==> config.mk <==
export PLATFORM = sky130hd
export DESIGN_NAME = rf_wr_arbiter
export DESIGN_NICKNAME = d
export VERILOG_FILES = /design/src/rtl/rf_wr_arbiter.sv
export SDC_FILE = /design/constraint.sdc
export NUM_CORES = 1
export LEC_CHECK = 0
export CAP_MARGIN = 10
export CORE_MARGIN = 2
export CORE_UTILIZATION = 30
export DETAILED_ROUTE_END_ITERATION = 8
export PLACE_DENSITY_LB_ADDON = 0.1
export RECOVER_POWER = 100
export SLEW_MARGIN = 25
export SYNTH_ARGS = -nofsm -noshare
export SYNTH_HDL_FRONTEND = slang
export SYNTH_SLANG_ARGS = --single-unit
==> constraint.sdc <==
create_clock -name clk -period 2.9 [get_ports clk]
set_input_delay 0.435 -clock clk [delete_from_list [all_inputs] [get_ports clk]]
set_output_delay 0.435 -clock clk [all_outputs]
set_load 0.01 [all_outputs]
==> src/rtl/rf_wr_arbiter.sv <==
// rf_wr_arbiter: owns the register-file write port; zeroing sweep after reset, then
// fixed priority for requester 0 and round-robin among the rest.
module rf_wr_arbiter #(
    parameter int NREQ       = 3,
    parameter int AW         = 5,
    parameter int DW         = 32,
    parameter int INIT_SWEEP = 1
) (
    input  logic               clk,
    input  logic               rst_n,
    input  logic [NREQ-1:0]    ReqValid,
    input  logic [NREQ*AW-1:0] ReqAddr,
    input  logic [NREQ*DW-1:0] ReqData,
    output logic [NREQ-1:0]    ReqReady,
    output logic               RegWr,
    output logic [AW-1:0]      WrAddr,
    output logic [DW-1:0]      WrData,
    output logic               Busy
);
    localparam int PW = $clog2(NREQ);

    typedef enum logic {INIT, RUN} state_t;

    state_t          state;
    logic [AW-1:0]   ctr;
    logic [PW-1:0]   ptr;
    logic [PW-1:0]   gidx;
    logic [PW-1:0]   nxt;
    logic [AW-1:0]   gaddr;
    logic [DW-1:0]   gdata;
    logic            found;
    logic            xfer;

    // Round-robin search runs in two passes: ptr..NREQ-1 first, then 1..ptr-1.
    always_comb begin
        ReqReady = '0;
        found    = 1'b0;
        gidx     = '0;
        gaddr    = '0;
        gdata    = '0;
        if (state == RUN) begin
            if (ReqValid[0]) begin
                ReqReady[0] = 1'b1;
            end else begin
                for (int i = 1; i < NREQ; i++)
                    if (!found && ReqValid[i] && i >= int'(ptr)) begin
                        ReqReady[i] = 1'b1;
                        found       = 1'b1;
                    end
                for (int i = 1; i < NREQ; i++)
                    if (!found && ReqValid[i]) begin
                        ReqReady[i] = 1'b1;
                        found       = 1'b1;
                    end
            end
        end
        for (int i = 0; i < NREQ; i++)
            if (ReqReady[i]) begin
                gidx  = PW'(i);
                gaddr = ReqAddr[i*AW +: AW];
                gdata = ReqData[i*DW +: DW];
            end
    end

    assign xfer = |ReqReady;
    assign nxt  = (gidx == PW'(NREQ-1)) ? PW'(1) : gidx + PW'(1);

    always_ff @(posedge clk) begin
        if (!rst_n) begin
            state  <= (INIT_SWEEP != 0) ? INIT : RUN;
            ctr    <= AW'(1);
            ptr    <= PW'(1);
            RegWr  <= 1'b0;
            WrAddr <= '0;
            WrData <= '0;
            Busy   <= 1'b1;
        end else if (state == INIT) begin
            RegWr  <= 1'b1;
            WrAddr <= ctr;
            WrData <= '0;
            ctr    <= ctr + AW'(1);
            if (ctr == '1) begin
                state <= RUN;
                Busy  <= 1'b0;
            end
        end else begin
            Busy  <= 1'b0;
            RegWr <= xfer && (gaddr != '0);
            if (xfer) begin
                WrAddr <= gaddr;
                WrData <= gdata;
            end
            if (xfer && gidx != '0)
                ptr <= nxt;
        end
    end
endmodule

==> qor.yml <==
status:
  status: "finished clean"
timing:
  final_report_setup_violation_count: 0
  post-route-period-util_pct: 88.5
  finalHoldViolations: 0
  rsz0062_at_grt: "no"
  setup_ws_ns: 0.333
  worst_slew_pin_slew_ns: 0.982
  fmaxAchievable_mhz: 390
  final.min_clock_period_ns: 2.57
  relSlewSlack_pct: 33.6
  slew_violations: 0
  fin_setup_tns_ns: 0
  clock-skew-final_ns: 0.00483
pwr:
  switching_share_pct: 20.8
  clock_power_share_pct: 29.9
  seq_power_share_pct: 54.1
  power_frac_comb_pct: 16.0
  power.density_cell_area_nw_per_um2: 319
  vdd_ir_drop_max_mv: 0.186
  net-switching-power_uw: 254
  static_power_due_to_leakage_nw: 1.37
  intPower_uw: 969
global_routing:
  largest_net_degree_at_the_start_of_global_routing: 33
  first_pass_grt_wire_length_um: 10500
  grt_antenna_before_repair: 0
  grt_overflow_total: 0
  track_usage_pct: 17.5
  number_of_global_route_vias_before_repair: 2189
layout:
  layout_commonest_cell: "sky130_fd_sc_hd__clkdlybuf4s50_1"
  post_route_cells_drive_above_1_share_pct: 3.99
  nets: 495
  synthToLayoutAreaGrowth_pct: 80.4
  final_cell_mix: "sky130_fd_sc_hd__clkdlybuf4s50_1 (114), sky130_fd_sc_hd__a22oi_1 (65), sky130_fd_sc_hd__dfxtp_1 (47), sky130_fd_sc_hd__a21oi_1 (44), sky130_fd_sc_hd__dlygate4sd3_1 (43)"
  antennaDiodeCount: 0
die:
  floorplan.io_pins: 158
  die_area_um2: 7790
  placement_rows: 30
  floorplan.core_area_um2: 6830
  initial_core_util_pct: 31.2
  die_w_um: 88.3
  chipHeight_um: 88.3
clocking:
  insertion_delay_ns: 0.29
  cts.sinks: 47
  cts_root_buffer_type: "sky130_fd_sc_hd__clkbuf_8"
  cts.htree.levels: 2
  cts.repair_timing.setup_buffer_count: 0
  post_cts_resized: 0
  cts_made_buffers: 5
  max-clock-path-buffers: 2
  cts.reportedPaths.clkPinSlew_ns: 0.08
  tritoncts: "yes"
  cts_hold_buffers: 0
setup_path:
  critical_path.startpoint_type: "input pin"
  crit_path_capture_type: "primary output"
  worst-setup-path-type: "input pin to primary output"
  crit_fanout: 6
  cp.required_ns: 2.47
  critPathArrivalTime_ns: 2.13
detailed_routing:
  drt_wl_total_um: 7250
  detail_route.wl_per_cell_um: 15.4
  detail_route.iter0.violations: 114
  detail_route.vias_per_cell: 5.06
  drt_pre_antenna_iters: 5
  detail-route-antenna-nets: 0
  drc: 0
  vias: 2389
synth:
  postSynth.asyncResetShare_pct: 0
  yosys_warnings: 0
  netlist_instances: 224
  yosys.area_share.simple_pct: 7.17
  synth_compound_gate_area_share_pct: 38.4
  synth_top_area_share_pct: 44.2
  synth.largest_area_cell: "sky130_fd_sc_hd__dfxtp_1"
  synthXorXnorAreaFrac_pct: 0.823
  synth_sequential_area_ratio_pct: 44.2
  muxShareOfSynthArea_pct: 2.35
  syn-mean-instance-area_um2: 9.51
  synth-edff-count: 0
  postSynthRegisterBits: 47
  synth.net_count: 342
  synth_top_family_by_area: "compound AO/OA/AOI/OAI gates"
  synth.distinct_cells: 33
  ys_dominant_reg_cell: "sky130_fd_sc_hd__dfxtp_1"
  yosys.area_share.adder_pct: 1.18
  syn_area_um2: 2130
  synth.top_cells.by_area: "sky130_fd_sc_hd__dfxtp_1 (44%), sky130_fd_sc_hd__a22oi_1 (23%), sky130_fd_sc_hd__a21oi_1 (10%), sky130_fd_sc_hd__mux2i_1 (2.4%), sky130_fd_sc_hd__buf_4 (1.8%)"
run:
  cap_violations: 0
placement:
  dp_hpwl_um: 5510
  pre_cts_ws_ns: 0.424
  numPortBuffers: 157
  gp_routability_congestion: 0.718
hold_path:
  hp-class: "flop to flop"
-- path summary, 6_finish.rpt --
check,start,endpoint,slack (ns),depth (start not counted)
worst max-delay path,ReqValid[0],ReqReady[2],0.33,4
worst max register to register,state,WrAddr[4],0.66,4
worst min-delay path,Busy,Busy,0.49,1
worst min register to register,Busy,Busy,0.49,1
-- metal layers --
layer | vias up | GRT usage (%) | wire length (um)
met1 | 1106 | 21.3 | 3020
met3 | 8 | 5.88 | 699
met5 | - | 0 | 0
li1 | 1173 | - | -
met2 | 102 | 29.4 | 3450
met4 | 0 | 4.96 | 74
-- power by group through the flow --
stage	clock [mW]	sequential, mW	combinational, mW
after CTS	0.378	0.662	0.201
after floorplan	0	0.678	0.0244
after global routing	0.399	0.663	0.208
after detailed placement	0	0.677	0.200
final	0.366	0.662	0.196
after global placement	0	0.677	0.197
-- per-stage QoR --
stage	std cells	hold slack [ns]	power [mW]	instance area (um^2)	util, %
floorplan	224	0.450	0.702	2130	-
global placement	466	0.470	0.875	3810	55.7
detailed placement	466	0.471	0.877	3810	55.7
CTS	472	0.492	1.24	3880	56.8
global route	472	0.508	1.27	3840	56.2
finish	472	0.489	1.22	3840	56.2
-- sequential cells by signal, indices dropped and copies added (netlist names) --
name,cells
WrAddr,5
state,1
Busy,1
WrData,32
RegWr,1
ctr,5
ptr,2
-- kinds of logic (layout without fill, tap and decap cells) --
logic type | Yosys count | count (layout)
AND/OR/NAND/NOR | 24 | 24
adder cells (fa/ha/maj) | 2 | 2
AO/OA/AOI/OAI | 120 | 120
XOR/XNOR | 2 | 2
flip-flops | 47 | 47
buffers and inverters | 24 | 176
multiplexers | 5 | 5
-- cell usage after synthesis, drive strengths merged (2+ instances only) --
library cell / count
inv: 3
mux2i: 5
nand3b: 2
clkbuf: 8
buf: 13
a22oi: 65
nor2: 7
ha: 2
dfxtp: 47
a21oi: 44
a22o: 3
nor2b: 6
nand2: 2
nand2b: 2
-- worst max-delay path, cell delays in order --
cell and delay [ns]:
sky130_fd_sc_hd__dlygate4sd3_1 0.64, sky130_fd_sc_hd__nand3b_1 0.20, sky130_fd_sc_hd__a21oi_1 0.21, sky130_fd_sc_hd__dlygate4sd3_1 0.64
-- layout make-up --
type / instances / area, um^2
clock buffer: 6 / 72.6
tap: 96 / 120
fill: 646 / 2990
inverter: 3 / 11.3
multi-input combinational: 153 / 1060
sequential: 47 / 941
timing repair buffer: 167 / 1630
Power figures use the tool's default switching activity.
